## src/rtl/bcd_multi_counter.sv

```systemverilog
// ---------------------------------------------------------------------------
// bcd_multi_counter
//
// Purpose:
//   N-digit packed-BCD up/down counter that wraps between runtime limits
//   min_i and max_i. Used for clock, date and stopwatch fields such as
//   seconds 00-59, hours 00-23 and day 01-31. Several instances can be
//   cascaded: tc_o of one field enables the next field, and wrap_o marks
//   the cycle after a field wrapped.
//
// Ports:
//   clk_i       system clock; all state changes on the rising edge
//   rst_i       synchronous active-high reset (cnt_o <= INIT, wrap_o <= 0)
//   clr_i       synchronous clear to INIT; works without en_i
//   load_i      synchronous load of load_val_i (each digit clamped to 9)
//   load_val_i  packed-BCD load value, W bits
//   en_i        count enable; 0 holds the count
//   dn_i        direction: 0 = up, 1 = down
//   max_i       packed-BCD upper limit, W bits
//   min_i       packed-BCD lower limit, W bits (min_i <= max_i)
//   cnt_o       current packed-BCD count, W bits
//   tc_o        combinational terminal count for the current direction
//   wrap_o      registered one-cycle pulse after a limit wrap
//
// Priority on each edge: rst > clr > load > hold (en=0) > count.
// ---------------------------------------------------------------------------
module bcd_multi_counter #(
   parameter int                    DIGITS = 2,
   parameter logic [4*DIGITS-1:0]   INIT   = '0
) (
   input  logic                  clk_i,
   input  logic                  rst_i,
   input  logic                  clr_i,
   input  logic                  load_i,
   input  logic [4*DIGITS-1:0]   load_val_i,
   input  logic                  en_i,
   input  logic                  dn_i,
   input  logic [4*DIGITS-1:0]   max_i,
   input  logic [4*DIGITS-1:0]   min_i,
   output logic [4*DIGITS-1:0]   cnt_o,
   output logic                  tc_o,
   output logic                  wrap_o
);

   localparam int W = 4 * DIGITS;

   logic [W-1:0]        cnt_q;
   logic [W-1:0]        cnt_d;
   logic                wrap_q;
   logic                wrap_d;

   logic [W-1:0]        inc_val;
   logic [W-1:0]        dec_val;
   logic [W-1:0]        clamp_val;

   // all9_below[i] : every digit below digit i is 9 (carry into digit i)
   // all0_below[i] : every digit below digit i is 0 (borrow into digit i)
   logic [DIGITS-1:0]   all9_below;
   logic [DIGITS-1:0]   all0_below;

   assign all9_below[0] = 1'b1;
   assign all0_below[0] = 1'b1;

   generate
      for (genvar gi = 0; gi < DIGITS; gi++) begin : g_digit
         logic [3:0] dig;
         logic [3:0] lv_dig;

         assign dig    = cnt_q[4*gi +: 4];
         assign lv_dig = load_val_i[4*gi +: 4];

         if (gi < DIGITS - 1) begin : g_chain
            assign all9_below[gi+1] = all9_below[gi] & (dig == 4'd9);
            assign all0_below[gi+1] = all0_below[gi] & (dig == 4'd0);
         end

         // BCD increment: a digit only moves when every lower digit carries
         assign inc_val[4*gi +: 4] = !all9_below[gi] ? dig :
                                     (dig == 4'd9)   ? 4'd0 : 4'(dig + 4'd1);

         // BCD decrement: a digit only moves when every lower digit borrows
         assign dec_val[4*gi +: 4] = !all0_below[gi] ? dig :
                                     (dig == 4'd0)   ? 4'd9 : 4'(dig - 4'd1);

         // Non-BCD load digits are clamped so the count stays valid BCD
         assign clamp_val[4*gi +: 4] = (lv_dig > 4'd9) ? 4'd9 : lv_dig;
      end
   endgenerate

   // Terminal count follows the live direction, independent of enable
   assign tc_o = dn_i ? (cnt_q == min_i) : (cnt_q == max_i);

   always_comb begin
      cnt_d  = cnt_q;
      wrap_d = 1'b0;
      if (clr_i) begin
         cnt_d = INIT;
      end else if (load_i) begin
         cnt_d = clamp_val;
      end else if (en_i) begin
         if (tc_o) begin
            // Limit wrap: the only path that raises wrap
            cnt_d  = dn_i ? max_i : min_i;
            wrap_d = 1'b1;
         end else begin
            // Out-of-range counts simply keep going and roll over 99..9/00..0
            cnt_d = dn_i ? dec_val : inc_val;
         end
      end
   end

   always_ff @(posedge clk_i) begin
      if (rst_i) begin
         cnt_q  <= INIT;
         wrap_q <= 1'b0;
      end else begin
         cnt_q  <= cnt_d;
         wrap_q <= wrap_d;
      end
   end

   assign cnt_o  = cnt_q;
   assign wrap_o = wrap_q;

endmodule
```

## config.mk

```make
export PLATFORM = sky130hd
export DESIGN_NAME = bcd_multi_counter
export DESIGN_NICKNAME = d
export VERILOG_FILES = /design/src/rtl/bcd_multi_counter.sv
export SDC_FILE = /design/constraint.sdc
export NUM_CORES = 1
export LEC_CHECK = 0
export CAP_MARGIN = 20
export CORE_ASPECT_RATIO = 1.25
export CORE_MARGIN = 10
export CORE_UTILIZATION = 44
export CTS_BUF_LIST = sky130_fd_sc_hd__clkbuf_4 sky130_fd_sc_hd__clkbuf_8
export CTS_CLUSTER_SIZE = 8
export DETAILED_ROUTE_END_ITERATION = 10
export PLACE_DENSITY = 0.78
export SLEW_MARGIN = 10
export SYNTH_ARGS = -nofsm -noshare
export SYNTH_HDL_FRONTEND = slang
export SYNTH_SLANG_ARGS = --single-unit
```

## constraint.sdc

```tcl
create_clock -name clk_i -period 5.55 [get_ports clk_i]
set_clock_uncertainty 0.2 [all_clocks]
set_input_delay 0.555 -clock clk_i [delete_from_list [all_inputs] [get_ports clk_i]]
set_output_delay 0.555 -clock clk_i [all_outputs]
set_load 0.1 [all_outputs]
```

==> impl_summary.txt <==
----------------------------------------------------
[Outcome]
  Status ... complete, no violations

[STA]
  Max-slew violations ... 0
  Total negative slack for setup checks ... 0 ns
  Final min period ... 3.983 ns
  Slew HR ... 0.3481
  Final Cycle Share ... 0.7177
  Worst setup slack after layout ... 1.567 ns
  Slew at the pin closest to its max-slew limit ... 0.9748 ns
  Max Fclk ... 251.1 MHz
  Setup Viol. Count Final ... 0
  Final-report hold violation count ... 0
  RSZ-0062 raised after global routing ... no

[Power]
  Max IR drop VDD ... 0.1069 mV
  Leakage power summed over all cells ... 0.5573 nW
  PD cells ... 157.4 mW/mm^2

[Placement]
  Post-placement setup slack ... 1.384 ns
  Dpl cell area ... 0.001516 mm^2
  Inst Count DP ... 206
  Quantity of I/O buffers inserted on ports ... 39
  DP HPWL ... 2.769 mm
  Final RePlAce weighted congestion ... 0.9005

[Yosys]
  Net count after synthesis ... 178
  Number of synthesized register bits ... 9
  Largest cells by area after synthesis ... dfxtp_1 (16%), mux2i_1 (12%), xnor2_1 (6.8%), o21ai_0 (5.2%), a211oi_1 (3.9%)
  Mapped Area ... 0.001154 mm^2
  Fraction of the mapped netlist area in compound gates ... 0.2972
  Fraction of registers with async set/reset ... 0
  Sequential share of the synthesized area ... 0.1562
  Portion of synthesized cell area occupied by the leading cell type ... 0.1562
  Post-synthesis instance total ... 148
  Avg Inst Size Synth ... 7.795 um^2
  Synthesized-area fraction occupied by adder cells ... 0
  Cell type with the highest aggregate area in the netlist ... dfxtp_1
  YS warnings ... 0
  Dominant register cell in the synthesized netlist ... dfxtp_1
  Share of synthesized area spent on multiplexers ... 0.1605
  Main combinational cell family by area after synthesis ... compound AO/OA/AOI/OAI gates
  Basic-gate share of the synthesized area counting and, or, nand and nor cells ... 0.2289
  Distinct cell type count of the synthesized netlist ... 49
  Parity-gate share of the synthesized area counting xor and xnor cells ... 0.07592
  EDFF count, synth ... 0

[Die]
  Starting utilization of the core area ... 0.4657
  Horizontal extent of the die ... 65.80 um
  # rows ... 20
  Die height ... 77.25 um
  Placeable Area ... 0.002477 mm^2
  Ports ... 40
  Die Outline Area ... 0.005083 mm^2

[Drt]
  Via count normalized by instance count ... 5.872
  Final routed wire length divided by cell count ... 16.35 um
  Initial DRC count ... 82
  Vias ... 1239
  Antenna-violating nets left ... 0
  Total wire length ... 3.449 mm
  Post-route DRC violation count ... 0
  Number of iterations in the first detailed-routing pass ... 4

[Global route]
  Remaining global-route overflow ... 0
  Global routing usage summed across all routing layers ... 0.1376
  Global-route wire length before repair ... 5.809 mm
  Largest net degree at the start of global routing ... 32
  Vias in the first global route ... 1211
  Antenna violations before repair ... 0

[Setup path]
  Setup crit end kind ... output pin
  Crit path kind ... input pin to output pin
  Data arrival time of the critical path ... 3.23 ns
  Worst setup SP type ... input pin
  Required time reported for the critical path endpoint ... 4.80 ns
  Crit path max fanout ... 18

[Cells and area]
  # diodes ... 0
  FF+latch area ... 180.2 um^2
  Total area of multi-input combinational cells ... 879.6 um^2
  Fill cell instance count of the final layout ... 216
  Net count of the finished layout ... 209
  Cell area after layout ... 0.001562 mm^2
  Final std cells w/o fill ... 211
  Fraction of layout cells with a size suffix above 1 ... 0.1067
  Syn-to-layout area delta ... 35.36%

[Clock network]
  Total setup buffers inserted after CTS ... 0
  # resized after CTS ... 0
  Number of H-tree levels ... 1
  CTS tree ... built
  Clock input transition at the sequential cells of the worst setup and hold paths ... 0.06 ns
  TritonCTS buffer count ... 3
  Clock insertion delay at the later pin of the skew report ... 0.26 ns
  Max clock buf depth ... 2
  Root Buffer Master ... clkbuf_4
  Cts-stage hold buffer count ... 0
  Sinks on Clock Net ... 9

[Hold path]
  Classification of the worst-slack hold path ... flop to flop

[Job]
  Count of maximum capacitance violations ... 0

----------------------------------------------------
[layout by cell type, fill, tap and decap left out, drive strengths merged, types with 3 or more instances in the layout]
cell type / n
a211oi: 6
a21oi: 7
a311oi: 4
clkbuf: 4
clkdlybuf4s50: 38
dfxtp: 9
inv: 6
mux2: 4
mux2i: 14
nand2: 5
nand2b: 5
nand3b: 3
nor2: 5
nor2b: 5
o211ai: 4
o21ai: 13
xnor2: 9
[stage by stage]
stage	util	power, mW	hold slack (ns)
floorplan	-	0.1528	0.5140
global placement	0.6121	0.1878	0.3363
detailed placement	0.6121	0.1901	0.3480
CTS	0.6242	0.2471	0.3647
global route	0.6303	0.2621	0.3859
finish	0.6303	0.2457	0.3625
[where the power goes]
part	switching, mW	leakage, nW	internal (mW)
clock network	0.0228	0.0184	0.0326
logic	0.0625	0.465	0.0524
registers	0.00800	0.0735	0.0675
total	0.0932	0.557	0.152
[final timing paths]
kind | from | end | slack [ns] | depth (start not counted)
worst max-delay path | dn_i | tc_o | 1.57 | 8
worst min-delay path | cnt_o[4]$_SDFFE_PP0P_ | cnt_o[4]$_SDFFE_PP0P_ | 0.36 | 2
worst max register to register | cnt_o[2]$_SDFFE_PP0P_ | cnt_o[7]$_SDFFE_PP0P_ | 3.15 | 5
worst min register to register | cnt_o[4]$_SDFFE_PP0P_ | cnt_o[4]$_SDFFE_PP0P_ | 0.36 | 2
[kinds of logic after synthesis]
kind of cell / Yosys count
AOI/OAI and AO/OA: 49
xor gates and xnor gates: 10
buffers and inverters: 21
DFF: 9
muxes: 18
and+or+nand+nor: 41
[sequential cells by signal, indices dropped and copies added (netlist names)]
register / count
cnt_o: 8
wrap_o: 1
[critical path: stages]
cell             delay, ns
clkdlybuf4s50_1       0.89
buf_8                 0.24
mux2i_1               0.22
xnor2_1               0.12
nor4_2                0.60
nand2_2               0.16
clkinv_2              0.12
buf_4                 0.30
[Yosys cell counts (2+ instances only)]
cell type  number
and3_1          2
mux2i_1        14
a31oi_1         2
inv_1           6
nor2b_1         5
or3_1           2
xnor2_1         9
nand3_1         2
buf_2           5
o211ai_1        4
mux2_2          4
a21oi_1         7
a311oi_1        4
a211oi_1        6
nand3b_1        3
dfxtp_1         9
a221oi_1        2
nor3_1          2
nor2_1          5
nand2b_1        5
o21ai_0        12
nand2_1         4
nand4_1         2
clkbuf_1        7
[cell type report]
class,count,area share
multi-input cells,118,0.5633
repair buffers,40,0.2580
flip-flops and latches,9,0.1154
well taps,33,0.02644
clock buffers,4,0.01923
inverters,7,0.01763
[routing by layer]
layer | wire, um | global-route usage
met1 | 1388 | 0.1547
met2 | 1890 | 0.2442
met3 | 170 | 0.04651
met4 | 0 | 0.01717
met5 | 0 | 0
(Power assumes the default switching activity.)
